## config.mk

```make
export PLATFORM = sky130hd
export DESIGN_NAME = coherence_bus_ctrl
export DESIGN_NICKNAME = d
export VERILOG_FILES = /design/src/rtl/coherence_bus_ctrl.sv
export SDC_FILE = /design/constraint.sdc
export NUM_CORES = 1
export LEC_CHECK = 0
export CORE_AREA = 2 2 195 197
export DETAILED_ROUTE_END_ITERATION = 12
export DIE_AREA = 0 0 197 199
export SLEW_MARGIN = 25
export SYNTH_ARGS = -nofsm -noshare
export SYNTH_HDL_FRONTEND = slang
export SYNTH_SLANG_ARGS = --single-unit
```

## constraint.sdc

```tcl
create_clock -name CLK -period 2.1 [get_ports CLK]
set_input_delay 0.42 -clock CLK [delete_from_list [all_inputs] [get_ports CLK]]
set_output_delay 0.42 -clock CLK [all_outputs]
set_load 0.005 [all_outputs]
```

## src/rtl/coherence_bus_ctrl.sv

```systemverilog
// coherence_bus_ctrl: round-robin MSI bus/snoop controller between CPUS icache/dcache pairs and one memory port.
module coherence_bus_ctrl #(
  parameter int CPUS = 2,
  parameter int WORD_W = 32
) (
  input  logic                   CLK,
  input  logic                   nRST,
  input  logic [CPUS-1:0]        iREN,
  input  logic [CPUS*WORD_W-1:0] iaddr,
  output logic [CPUS-1:0]        iwait,
  output logic [CPUS*WORD_W-1:0] iload,
  input  logic [CPUS-1:0]        dREN,
  input  logic [CPUS-1:0]        dWEN,
  input  logic [CPUS*WORD_W-1:0] daddr,
  input  logic [CPUS*WORD_W-1:0] dstore,
  input  logic [CPUS-1:0]        cctrans,
  input  logic [CPUS-1:0]        ccwrite,
  output logic [CPUS-1:0]        dwait,
  output logic [CPUS*WORD_W-1:0] dload,
  output logic [CPUS-1:0]        ccwait,
  output logic [CPUS-1:0]        ccinv,
  output logic [CPUS*WORD_W-1:0] ccsnoopaddr,
  output logic                   ramREN,
  output logic                   ramWEN,
  output logic [WORD_W-1:0]      ramaddr,
  output logic [WORD_W-1:0]      ramstore,
  input  logic [WORD_W-1:0]      ramload,
  input  logic                   ramwait
);
  localparam int IW = CPUS > 1 ? $clog2(CPUS) : 1;
  localparam int IW1 = IW + 1;
  typedef enum logic [2:0] {IDLE, ARB, SNOOP, SNOOP_RESP, MEM_RD, MEM_WR, C2C, IFETCH} state_t;
  state_t state;
  logic [IW-1:0] dptr, iptr, req, sup, ig;
  logic [WORD_W-1:0] addr;
  logic cw;
  logic [CPUS-1:0] pend_d;
  logic [IW:0] dg, igr, sp;
  // Returns {found, index} of the first set bit at or after ptr, wrapping.
  function automatic logic [IW:0] rr(input logic [CPUS-1:0] p, input logic [IW-1:0] ptr);
    logic [CPUS-1:0] pp;
    logic [IW:0] s;
    rr = '0;
    pp = CPUS'({p, p} >> ptr);
    for (int k = CPUS - 1; k >= 0; k--) begin
      s = {1'b0, ptr} + IW1'(k);
      if (s >= IW1'(CPUS)) s = s - IW1'(CPUS);
      if (pp[k]) rr = {1'b1, s[IW-1:0]};
    end
  endfunction
  function automatic logic [IW-1:0] nxt(input logic [IW-1:0] g);
    logic [IW:0] t;
    t = {1'b0, g} + 1'b1;
    nxt = (t == IW1'(CPUS)) ? '0 : t[IW-1:0];
  endfunction
  assign pend_d = (dREN | dWEN) & ~ccwait;
  assign dg = rr(pend_d, dptr);
  assign igr = rr(iREN, iptr);
  always_comb begin
    sp = '0;
    for (int j = CPUS - 1; j >= 0; j--)
      if (IW'(j) != req && ccwrite[j] && cctrans[j]) sp = {1'b1, IW'(j)};
  end
  always_ff @(posedge CLK)
    if (!nRST) begin
      state <= IDLE;
      dptr <= '0;
      iptr <= '0;
      req <= '0;
      sup <= '0;
      ig <= '0;
      addr <= '0;
      cw <= 1'b0;
    end else
      case (state)
        IDLE:
          if (|pend_d) state <= ARB;
          else if (igr[IW]) begin
            state <= IFETCH;
            ig <= igr[IW-1:0];
            iptr <= nxt(igr[IW-1:0]);
          end
        ARB:
          if (dg[IW]) begin
            req <= dg[IW-1:0];
            dptr <= nxt(dg[IW-1:0]);
            addr <= daddr[dg[IW-1:0]*WORD_W +: WORD_W];
            cw <= ccwrite[dg[IW-1:0]];
            state <= (dWEN[dg[IW-1:0]] && !cctrans[dg[IW-1:0]]) ? MEM_WR : SNOOP;
          end else state <= IDLE;
        SNOOP: state <= SNOOP_RESP;
        SNOOP_RESP: begin
          sup <= sp[IW-1:0];
          state <= sp[IW] ? C2C : MEM_RD;
        end
        MEM_RD, MEM_WR, C2C, IFETCH: if (!ramwait) state <= IDLE;
      endcase
  always_comb begin
    iwait = '1;
    dwait = '1;
    iload = '0;
    dload = '0;
    ccwait = '0;
    ccinv = '0;
    ccsnoopaddr = '0;
    ramREN = 1'b0;
    ramWEN = 1'b0;
    ramaddr = '0;
    ramstore = '0;
    if (state == SNOOP || state == SNOOP_RESP)
      for (int j = 0; j < CPUS; j++)
        if (IW'(j) != req) begin
          ccwait[j] = 1'b1;
          ccinv[j] = cw;
          ccsnoopaddr[j*WORD_W +: WORD_W] = addr;
        end
    if (state == C2C) begin
      ccwait[sup] = 1'b1;
      ramWEN = 1'b1;
      ramaddr = addr;
      ramstore = dstore[sup*WORD_W +: WORD_W];
      dload[req*WORD_W +: WORD_W] = dstore[sup*WORD_W +: WORD_W];
      dwait[req] = ramwait;
      dwait[sup] = ramwait;
    end
    if (state == MEM_RD) begin
      ramREN = 1'b1;
      ramaddr = addr;
      dload[req*WORD_W +: WORD_W] = ramload;
      dwait[req] = ramwait;
    end
    if (state == MEM_WR) begin
      ramWEN = 1'b1;
      ramaddr = addr;
      ramstore = dstore[req*WORD_W +: WORD_W];
      dwait[req] = ramwait;
    end
    if (state == IFETCH) begin
      ramREN = 1'b1;
      ramaddr = iaddr[ig*WORD_W +: WORD_W];
      iload[ig*WORD_W +: WORD_W] = ramload;
      iwait[ig] = ramwait;
    end
  end
endmodule

```

==> results by group <==
Yosys
  • Adder-cell share of the synthesized area: 0
  • Ys async rst share: 0
  • Number of flops mapped to enable cells by yosys: 0
  • Netlist Area Pre-Place: 0.00464 mm²
  • Synth Flop Type: dfxtp_1
  • Post-Synth XOR/XNOR Area: 0
  • Post-synthesis mux area share: 0.0712
  • Cells after synthesis: 617
  • Seq/Total Area, Yosys: 0.177
  • Syn_nets: 854
  • Yosys top cell by area: dfxtp_1
  • Largest cells by area after synthesis: dfxtp_1 (18%), and2_1 (18%), a221o_1 (7.1%)
  • Synthesized area per cell: 7.52 µm²
  • Compound-Gate Fraction of Synth Area: 0.304
  • Synth Area in Simple Gates: 0.377
  • Most frequent cell after synthesis: and2_1
  • Post-synth cell types: 49
  • Synth Register Bits: 41
  • Largest family of logic cells by synthesized area: simple AND/OR/NAND/NOR gates
  • Synth top cells by count: and2_1 (131), nor2_1 (76), clkbuf_1 (41), dfxtp_1 (41)
  • Ys Warns: 0
  • Synth top area share: 0.177

Timing
  • Unrepaired setup endpoints after global routing: true
  • Final Setup Violations: 260
  • Part of the cycle the worst path needs: 1.19
  • Max Freq: 402 MHz
  • Worst Max-Slew Pin Slew: 489 ps
  • Post-Route Skew: 12.8 ps
  • Max Transition Viols Final: 0
  • Final Hold Violating Endpoints: 0
  • Fin crit period: 2490 ps
  • Slew HR: 0.671
  • PnR worst setup slack: -389 ps

CTS
  • Total CTS buffers: 5
  • Sink Count: 41
  • Worst-path clk slew: 50 ps
  • CTS tree: yes
  • Clock Tree Root: clkbuf_16
  • Worst-skew pair later-pin latency: around 300 ps
  • CTS Buffer Depth: 2
  • # H-tree levels: 2

Setup path
  • Worst path top cell family by delay: buffers and inverters
  • CP Capture Type: primary output
  • WP depth: 10
  • Crit path max fanout: 8
  • Worst path required time: 1680 ps
  • Crit path to: dload[35]
  • Bufs and invs on worst path: 7
  • Worst Setup Path Type: reg -> out
  • CP peak stage delay: 380 ps
  • Crit path from: state[1]$_SDFFE_PN0P_
  • FF-to-FF setup slack: -60 ps
  • Startpoint Class: flip-flop
  • Crit Reg-Reg Startpoint: state[1]$_SDFFE_PN0P_
  • CP arrival: 2070 ps
  • Max stage delay cell, worst path: dfxtp_4
  • Cell Chain, Critical Path: nor4bb_4, buf_4, buf_12, buf_12, buf_12, a222oi_1, buf_4, buf_4, nor2b_1, buf_2
  • FF-to-FF path depth: 11
  • R2r endpoint: addr[25]$_SDFFE_PN0P_

Finish
  • Share of layout cells above drive strength 1: 0.446
  • Final nets: 1,542
  • Finished Core Util: 0.346
  • Area Growth Syn to Fin: 176%

Pwr
  • Int Pwr: 3370 µW
  • Tot Pwr: 5320 µW
  • LEAKAGE: 0.00644 µW
  • PwrDens: 415 mW/mm²
  • Gate power share: 0.618
  • Flop pwr share: 0.212
  • Psw: approximately 1900 µW
  • Peak supply drop: 0.290 mV
  • Clock network fraction of total power: 0.170
  • Net Sw Frac: 0.366

Placed design
  • Detailed placer's ending HPWL: 23,900 µm
  • Port Buffer Count: 502
  • Final GP Congestion: 0.786

Die
  • Starting Density: 0.125
  • Die Ht: roughly 200 µm
  • Die ar.: 0.0392 mm²
  • Row cnt: 71
  • I/O pin count: about 500
  • DIE WIDTH: approximately 200 µm
  • Core area: approximately 0.037 mm²

Drt
  • Antenna Violating Nets Remaining: 0
  • DRC violations left: 0
  • WL final: 37,300 µm
  • Drt pass-1 iters: 9
  • Via count: 7,905
  • DRT iter0 DRCs: 391
  • WL per Instance: 20.9 µm
  • Via density: between 4 and 5

Worst hold path
  • Hold Crit Class: reg -> reg
  • Hold Startpoint: sup$_SDFFE_PN0P_

Job
  • Max Cap Viol: 0

GRT
  • Vias in the first global route: 7,255
  • Initial antenna violation count: 4
  • Overall Global Routing Usage: 0.154
  • Grt ovf: 0
  • Largest net degree at the start of global routing: 41
  • First-pass GRT wire length: ~46,000 µm

Status
  • Failing checks: negative setup slack
  • Outcome: finished with violations
[worst min-delay path by stage]
stage,end,slack [ps],depth (start not counted)
final,sup$_SDFFE_PN0P_,560,2
after global routing,sup$_SDFFE_PN0P_,600,2
after CTS,sup$_SDFFE_PN0P_,560,2
after detailed placement,sup$_SDFFE_PN0P_,550,2
after global placement,iptr$_SDFFE_PN0P_,520,2
after floorplan,sup$_SDFFE_PN0P_,490,2
[state kept, by name, indices dropped and copies added (netlist names)]
| signal | cells |
|---|---|
| ig | 1 |
| req | 1 |
| addr | 32 |
| iptr | 1 |
| dptr | 1 |
| state | 3 |
| cw | 1 |
| sup | 1 |
[cell usage in the layout (no fill, tap or decap), types with 3 or more instances in the layout]
cell,synthesis,final
a211oi_2,1,29
a21boi_0,3,3
a21oi_1,5,4
a221o_1,33,33
a222oi_1,32,32
a22o_1,32,30
and2_0,33,33
and2_1,131,83
and2_4,0,48
buf_12,0,32
buf_16,0,6
buf_2,13,85
buf_4,3,143
buf_6,4,82
buf_8,0,13
clkbuf_16,0,18
clkbuf_2,0,81
clkdlybuf4s50_1,0,235
dfxtp_1,41,36
dfxtp_4,0,3
dlymetal6s2s_1,0,57
inv_1,5,5
mux2i_1,33,33
nand2_1,6,5
nor2_1,76,64
nor2_2,0,7
nor2_4,0,5
nor2b_1,33,31
nor3_1,4,3
o21ai_0,7,6
[power groups by stage]
stage	Combinational (µW)	Sequential (µW)	Clock [µW]
floorplan	930	1030	0
global placement	2320	1110	0
detailed placement	2330	1110	0
CTS	2580	1110	935
global route	3470	1150	957
finish	3290	1130	907
[per-stage QoR]
step | instance area, µm² | hold WS (ps) | TNS (ps) | setup WS, ps | instances
final | 12800 | 562 | -39920 | -389 | 1781
after detailed placement | 11000 | 550 | -58560 | -440 | 1632
after CTS | 11800 | 562 | -83360 | -465 | 1691
after global routing | 12800 | 598 | -56210 | -483 | 1779
after global placement | 11000 | 524 | -52280 | -408 | 1632
after floorplan | 4640 | 492 | 0 | 224 | 617
[worst reg2reg max path, delay by kind of cell, from the launching register on]
kind / cells / cell delay [ps]
buffers and inverters: 7 / 910
AO/OA/AOI/OAI: 2 / 420
flip-flops: 1 / 360
AND/OR/NAND/NOR: 2 / 380
[kinds of logic after synthesis]
| logic type | after synthesis |
|---|---|
| buffers and inverters | 73 |
| muxes | 33 |
| DFF | 41 |
| and+or+nand+nor | 308 |
| AOI/OAI and AO/OA | 162 |
[final cells by class]
cell class	instances	area (µm²)
fillers	3839	24300
repair buffers	748	7250
multi-input cells	504	3970
flip-flops and latches	41	835
well taps	474	593
clock buffers	5	125
clock inverters	2	35.0
inverters	5	18.8
diodes	2	5.00
[per-layer routing]
metal | share of wire | GRT usage | vias up
li1 | - | - | 3644
met1 | 0.39 | 0.173 | 3764
met2 | 0.51 | 0.280 | 438
met3 | 0.079 | 0.0390 | 53
met4 | 0.029 | 0.0590 | 6
met5 | 0.0011 | 0 | -
[what timing repair did]
| item | in CTS | in global routing |
|---|---|---|
| hold buffers | 0 | 0 |
| gates cloned | 10 | 17 |
| buffers inserted | 42 | 82 |
| gates resized for setup | 358 | 619 |
| pin swaps | 48 | 123 |
| setup endpoints to repair | 299 | 299 |
No activity file was read; power rests on OpenSTA's default activity.
